--- config.mk ---
export PLATFORM = sky130hd
export DESIGN_NAME = extension_sequencer_flat
export DESIGN_NICKNAME = d
export VERILOG_FILES = /design/src/rtl/extension_sequencer_if.sv /design/src/rtl/extension_sequencer.sv /design/src/flat_wrapper.sv
export SDC_FILE = /design/constraint.sdc
export NUM_CORES = 1
export LEC_CHECK = 0
export BUFFER_PORTS_ARGS = -buffer_cell sky130_fd_sc_hd__buf_2
export CAP_MARGIN = 20
export CORE_AREA = 3 3 126 128
export DETAILED_ROUTE_END_ITERATION = 12
export DIE_AREA = 0 0 129 131
export PLACE_DENSITY = 0.68
export SLEW_MARGIN = 5
export SYNTH_ARGS = -nofsm -noshare
export SYNTH_HDL_FRONTEND = slang
export SYNTH_SLANG_ARGS = --single-unit
export TNS_END_PERCENT = 5
--- constraint.sdc ---
create_clock -name clk -period 5 [get_ports clk]
set_input_delay 1 -clock clk [delete_from_list [all_inputs] [get_ports clk]]
set_output_delay 1 -clock clk [all_outputs]
set_load 0.005 [all_outputs]
--- src/rtl/extension_sequencer_if.sv ---
// Extension-unit bus between the sequencer (master) and the bank of
// multi-cycle extension modules (slave). Per-module signals are one bit
// per module; results are packed 32 bits per module, module i at [32i+31:32i].
interface extension_sequencer_if #(
  parameter int NUM_EXT = 4
);
  logic [NUM_EXT-1:0]    start;
  logic [NUM_EXT-1:0]    ready;
  logic [31:0]           op_a;
  logic [31:0]           op_b;
  logic [NUM_EXT-1:0]    done;
  logic [NUM_EXT*32-1:0] result;
  logic [NUM_EXT-1:0]    abort;

  modport master (
    output start, op_a, op_b, abort,
    input  ready, done, result
  );

  modport slave (
    input  start, op_a, op_b, abort,
    output ready, done, result
  );
endinterface

--- src/rtl/extension_sequencer.sv ---
// Sequences custom-opcode instructions onto a bank of multi-cycle extension
// modules: latch the operation, start/ready handshake with the selected
// module, stall decode until done, then issue a one-cycle write-back.
// Optional feature: define EXT_TIMEOUT_EN to abort a BUSY operation that
// has not completed within TIMEOUT cycles (pulses timeout_err).
module extension_sequencer #(
  parameter int NUM_EXT = 4,
  parameter int TIMEOUT = 256
) (
  input  logic        clk,
  input  logic        rst_n,
  input  logic        issue_valid,
  input  logic [2:0]  issue_sel,
  input  logic [31:0] issue_rs1,
  input  logic [31:0] issue_rs2,
  input  logic [4:0]  issue_rd,
  input  logic        flush,
  output logic        stall,
  output logic        wb_valid,
  output logic [4:0]  wb_rd,
  output logic [31:0] wb_data,
  output logic        illegal,
  output logic        timeout_err,
  extension_sequencer_if.master ext
);

  // Reject configurations the 3-bit select or the timeout counter cannot serve.
  if (NUM_EXT < 1 || NUM_EXT > 8 || TIMEOUT < 2) begin : g_bad_param
    $error("extension_sequencer: NUM_EXT must be 1..8 and TIMEOUT >= 2");
  end

  typedef enum logic [1:0] {IDLE, DISPATCH, BUSY, WB} state_t;

  localparam logic [3:0] NUM_EXT_L = 4'(NUM_EXT);

  state_t              state, state_n;
  logic [NUM_EXT-1:0]  issue_oh;
  logic [NUM_EXT-1:0]  sel_oh;
  logic [NUM_EXT-1:0]  start_q, start_n;
  logic [NUM_EXT-1:0]  abort_c;
  logic [31:0]         op_a_q, op_b_q;
  logic [4:0]          rd_q;
  logic [31:0]         sel_result;
  logic                sel_legal;
  logic                accept;
  logic                handshake;
  logic                done_sel;
  logic                wb_valid_q, wb_valid_n;
  logic                illegal_q, illegal_n;
  logic [4:0]          wb_rd_q;
  logic [31:0]         wb_data_q;

`ifdef EXT_TIMEOUT_EN
  localparam int CNT_W = ($clog2(TIMEOUT) < 8) ? 8 : $clog2(TIMEOUT);
  localparam logic [CNT_W-1:0] CNT_LAST = CNT_W'(TIMEOUT - 1);
  logic [CNT_W-1:0] busy_cnt;
  logic             timeout_q, timeout_n;
`endif

  // Decode the incoming select into a one-hot module mask.
  always_comb begin
    issue_oh = '0;
    for (int i = 0; i < NUM_EXT; i++) begin
      issue_oh[i] = (issue_sel == 3'(i));
    end
  end

  // Pick the latched module's result slice and its handshake bits.
  always_comb begin
    sel_result = '0;
    for (int i = 0; i < NUM_EXT; i++) begin
      if (sel_oh[i]) sel_result = ext.result[32*i +: 32];
    end
  end

  assign sel_legal = ({1'b0, issue_sel} < NUM_EXT_L);
  assign handshake = |(ext.ready & sel_oh);
  assign done_sel  = |(ext.done & sel_oh);
  assign accept    = (state == IDLE || state == WB) && issue_valid && sel_legal && !flush;

  // Next-state and next-output decode; flush outranks every other event.
  always_comb begin
    // NOTE: every combinational output gets a default first so no path
    // through the case statement can leave a latch behind.
    state_n    = state;
    start_n    = '0;
    abort_c    = '0;
    wb_valid_n = 1'b0;
    illegal_n  = 1'b0;
`ifdef EXT_TIMEOUT_EN
    timeout_n  = 1'b0;
`endif
    case (state)
      IDLE, WB: begin
        state_n = IDLE;
        if (accept) begin
          state_n = DISPATCH;
          start_n = issue_oh;
        end else if (issue_valid && !sel_legal && !flush) begin
          illegal_n = 1'b1;
        end
      end
      DISPATCH: begin
        if (flush) begin
          abort_c = sel_oh;
          state_n = IDLE;
        end else if (handshake) begin
          state_n = BUSY;
        end else begin
          start_n = sel_oh;
        end
      end
      BUSY: begin
        if (flush) begin
          abort_c = sel_oh;
          state_n = IDLE;
        end else if (done_sel) begin
          wb_valid_n = 1'b1;
          state_n    = WB;
        end
`ifdef EXT_TIMEOUT_EN
        else if (busy_cnt == CNT_LAST) begin
          abort_c   = sel_oh;
          timeout_n = 1'b1;
          state_n   = IDLE;
        end
`endif
      end
      default: state_n = IDLE;
    endcase
  end

  // State register.
  always_ff @(posedge clk or negedge rst_n) begin
    // NOTE: sequential state uses non-blocking assignment so every register
    // samples the pre-edge values regardless of block evaluation order.
    if (!rst_n) state <= IDLE;
    else        state <= state_n;
  end

  // Registered outputs and the latched operation.
  always_ff @(posedge clk or negedge rst_n) begin
    // NOTE: the operand and write-back registers drive outputs directly, so
    // they are reset too; otherwise op_a/op_b/wb_* would read X after reset.
    if (!rst_n) begin
      start_q    <= '0;
      sel_oh     <= '0;
      op_a_q     <= '0;
      op_b_q     <= '0;
      rd_q       <= '0;
      wb_valid_q <= 1'b0;
      wb_rd_q    <= '0;
      wb_data_q  <= '0;
      illegal_q  <= 1'b0;
    end else begin
      start_q    <= start_n;
      wb_valid_q <= wb_valid_n;
      illegal_q  <= illegal_n;
      if (accept) begin
        sel_oh <= issue_oh;
        op_a_q <= issue_rs1;
        op_b_q <= issue_rs2;
        rd_q   <= issue_rd;
      end
      if (wb_valid_n) begin
        wb_rd_q   <= rd_q;
        wb_data_q <= sel_result;
      end
    end
  end

`ifdef EXT_TIMEOUT_EN
  // BUSY cycle counter (zero on the first BUSY cycle) and timeout_err pulse.
  always_ff @(posedge clk or negedge rst_n) begin
    if (!rst_n) begin
      busy_cnt  <= '0;
      timeout_q <= 1'b0;
    end else begin
      timeout_q <= timeout_n;
      if (state != BUSY) busy_cnt <= '0;
      else               busy_cnt <= busy_cnt + 1'b1;
    end
  end
  assign timeout_err = timeout_q;
`else
  assign timeout_err = 1'b0;
`endif

  assign stall      = (state == DISPATCH) || (state == BUSY) || (issue_valid && sel_legal);
  assign wb_valid   = wb_valid_q && !flush;
  assign wb_rd      = wb_rd_q;
  assign wb_data    = wb_data_q;
  assign illegal    = illegal_q;
  assign ext.start  = start_q;
  assign ext.abort  = abort_c;
  assign ext.op_a   = op_a_q;
  assign ext.op_b   = op_b_q;

endmodule

--- src/flat_wrapper.sv ---
// flat-port wrapper written by rule: the top's interface ports become plain ports
module extension_sequencer_flat 
#(
  parameter int NUM_EXT = 4,
  parameter int TIMEOUT = 256
)
  (clk, rst_n, issue_valid, issue_sel, issue_rs1, issue_rs2, issue_rd, flush, stall, wb_valid, wb_rd, wb_data, illegal, timeout_err, ext_start, ext_op_a, ext_op_b, ext_abort, ext_ready, ext_done, ext_result);
  extension_sequencer_if #(.NUM_EXT(NUM_EXT)) ext_i ();
  input  logic clk;
  input  logic rst_n;
  input  logic issue_valid;
  input  logic [2:0] issue_sel;
  input  logic [31:0] issue_rs1;
  input  logic [31:0] issue_rs2;
  input  logic [4:0] issue_rd;
  input  logic flush;
  output logic stall;
  output logic wb_valid;
  output logic [4:0] wb_rd;
  output logic [31:0] wb_data;
  output logic illegal;
  output logic timeout_err;
  output wire logic [$bits(ext_i.start)-1:0] ext_start;
  output wire logic [$bits(ext_i.op_a)-1:0] ext_op_a;
  output wire logic [$bits(ext_i.op_b)-1:0] ext_op_b;
  output wire logic [$bits(ext_i.abort)-1:0] ext_abort;
  input wire logic [$bits(ext_i.ready)-1:0] ext_ready;
  input wire logic [$bits(ext_i.done)-1:0] ext_done;
  input wire logic [$bits(ext_i.result)-1:0] ext_result;
  assign ext_start = ext_i.start;
  assign ext_op_a = ext_i.op_a;
  assign ext_op_b = ext_i.op_b;
  assign ext_abort = ext_i.abort;
  assign ext_i.ready = ext_ready;
  assign ext_i.done = ext_done;
  assign ext_i.result = ext_result;
  extension_sequencer #(.NUM_EXT(NUM_EXT), .TIMEOUT(TIMEOUT)) u_core (.clk(clk), .rst_n(rst_n), .issue_valid(issue_valid), .issue_sel(issue_sel), .issue_rs1(issue_rs1), .issue_rs2(issue_rs2), .issue_rd(issue_rd), .flush(flush), .stall(stall), .wb_valid(wb_valid), .wb_rd(wb_rd), .wb_data(wb_data), .illegal(illegal), .timeout_err(timeout_err), .ext(ext_i));
endmodule
==> results.yml <==
global_routing:
  grt_overflow: 0
  grt_pass1_vias: 5022
  grt_start_max_net_pins: 69
  antenna_found_initial: 1
  grt_pass1_wl_mm: 26.2
  grtUsageTotal: 0.200
outcome:
  status: "finished, final reports clean"
yosys:
  synthCells: 622
  synth-seq-cells: 118
  syn-cell-area_mm2: 0.00547
  ys_seq_area_frac: 0.540
  synth_edf_count: 0
  avgSynthCellArea_um2: 8.79
  syn-num-nets: 836
  synthArstFlopShare: 1.00
  synth_cell_types: 34
  synth_ff_type: "dfrtp_1"
  yosys_warnings: 0
run:
  drv_cap: 0
sta:
  period_needed_ns: 2.79
  period_share: 0.558
  fmax_mhz: 358
  setup_tns_ns: 0
  relSlewSlack: 0.404
  worst_pin_slew_ns: 0.892
  setup_violations: 0
  worst_hold_slack_ns: 0.469
  fin_skew_ns: 0.0101
  slew_violations: 0
  rsz0062_at_grt: "no"
  hold_viol: 0
cts:
  clkSinkCount: 118
  post_cts_buffers: 0
  cts_max_path_buffers: 2
  h-tree-depth: 4
  cts-hold-fix-buffers: 0
  cts_buffers: 17
  tritoncts: "yes"
  ctsResizeCount: 0
  clkLatencyLatePin_ns: 0.41
  root_buffer: "clkbuf_16"
  clk_pin_slew_worst_paths_ns: 0.06
min_path:
  hold_class: "flop to flop"
power_and_ir_drop:
  p_per_area_mw_per_mm2: 426
  ir_worst_vdd_v: 0.000288
  p_leak_nw: 4.48
critical_path:
  path_cells: "inv_1 > ha_1 > nor2_1 > and2_1 > buf_2"
  critPathRequiredTime_ns: 4.00
  cp-start-kind: "flop"
  max_stage_delay_ns: 0.41
  worstPathMaxFanout: 7
  end_kind: "output pin"
  slowest_stage: "ha_1"
  crit_type: "flop to output pin"
  cp.arrival_ns: 1.79
placed_design:
  port_buffers: 323
  dpl.hpwl_mm: 13.1
  routabilityCongestion: 0.801
floorplanning:
  die_x_um: 129
  core_area_mm2: 0.0150
  start_util: 0.365
  io_pins: 325
  die_area_mm2: 0.0169
  die_h_um: 131
  rows: 45
layout:
  final_layout_size_suffix_gt1_frac: 0.402
  mostFrequentLayoutCells: "buf_2 (322), nand2_1 (249), dfrtp_1 (116)"
  area.growth.synth_to_final_pct: 43.4
  fillers: 1501
  final_common_cell: "buf_2"
  fin_nets: 1139
drt:
  routed-via-count: 5442
  routedWlPerCell_um: 15.8
  drtAntennaViolNets: 0
  first_pass_iters: 5
  initialDrtViolationCount: 228
  via_per_inst: 4.83
  post-route-drc-count: 0
  wl_mm: 17.8
kinds of logic after synthesis:
family          Yosys count  share of synthesized area
other cells               1                   0.000686
buf+inv                  85                     0.0673
compound gates          113                      0.164
flops                   118                      0.540
fa+ha+maj                 2                    0.00458
simple gates            298                      0.213
mux                       5                     0.0103
metrics by stage:
step,utilization,power [mW],cell area (um2),setup WS (ns),std cells
2_1_floorplan,-,1.67,5470,2.68,622
3_3_place_gp,0.481,2.05,7200,2.14,1094
3_5_place_dp,0.481,2.07,7200,2.08,1094
4_1_cts,0.523,3.39,7840,2.19,1126
5_1_grt,0.523,3.55,7840,2.10,1127
6_report,0.523,3.34,7840,2.21,1127
path summary, 6_finish.rpt:
check / slack, ns / startpoint / end / cells after the start
max: 2.21 / u_core.state[0] / ext_abort[0] / 5
min: 0.47 / u_core.ext.op_a[1] / u_core.ext.op_a[1] / 2
max reg2reg: 2.57 / u_core.state[0] / u_core.wb_data[23] / 7
min reg2reg: 0.47 / u_core.ext.op_a[1] / u_core.ext.op_a[1] / 2
max in group asynchronous: 3.34 / rst_n / u_core.wb_data[28] / 2
min in group asynchronous: 0.67 / rst_n / u_core.ext.op_b[12] / 1
critical path, delay by kind of cell, from the launching register on:
kind	cells	cell delay [ns]
buffers and inverters	2	0.19
flip-flops	1	0.37
AND/OR/NAND/NOR	2	0.41
adder cells (fa/ha/maj)	1	0.41
registers in the layout (all words and copies together) (netlist names), 2 cells and up:
| signal | flops |
|---|---|
| u_core.ext.op_a | 32 |
| u_core.ext.op_b | 32 |
| u_core.ext.start | 4 |
| u_core.rd_q | 5 |
| u_core.sel_oh | 4 |
| u_core.state | 2 |
| u_core.wb_data | 32 |
| u_core.wb_rd | 5 |
power by group:
| group | leakage [nW] | switching, mW | internal (mW) |
|---|---|---|---|
| sequential | 1.53 | 0.109 | 1.15 |
| combinational | 2.64 | 0.414 | 0.371 |
| clock | 0.307 | 0.450 | 0.852 |
| total | 4.48 | 0.974 | 2.37 |
cell usage after synthesis, types with 2 or more instances:
library cell	count	area [um2]
and2_1	4	25.0
and4_1	2	17.5
mux2_2	4	45.0
a211o_1	32	280
buf_2	12	60.1
clkbuf_1	26	97.6
inv_1	36	135
buf_1	5	18.8
nor2b_1	2	12.5
nand2_1	249	935
ha_1	2	25.0
nor2_1	36	135
buf_6	3	33.8
o21ai_0	2	10.0
a22oi_2	2	25.0
a31oi_1	33	206
a21oi_1	4	20.0
buf_4	3	22.5
a221oi_1	32	280
dfrtp_1	118	2950
a22oi_1	2	15.0
layout make-up:
type / count / area (um2) / area share
diodes: 1 / 2.50 / 0.000319
clock inverters: 14 / 198 / 0.0252
multi-input cells: 419 / 2180 / 0.278
inverters: 36 / 135 / 0.0172
clock buffers: 18 / 439 / 0.0560
well taps: 188 / 235 / 0.0300
flip-flops and latches: 118 / 2960 / 0.377
repair buffers: 333 / 1690 / 0.216
per-layer routing:
metal | up-vias | share of wire | GRT usage | routed length (um)
met1 | 2521 | 0.41 | 0.249 | 7260
met3 | 13 | 0.091 | 0.0724 | 1620
met5 | - | 0 | 0 | 0
met4 | 0 | 0.012 | 0.0556 | 217
met2 | 230 | 0.49 | 0.330 | 8680
li1 | 2678 | - | - | -
Power figures use the tool's default switching activity.
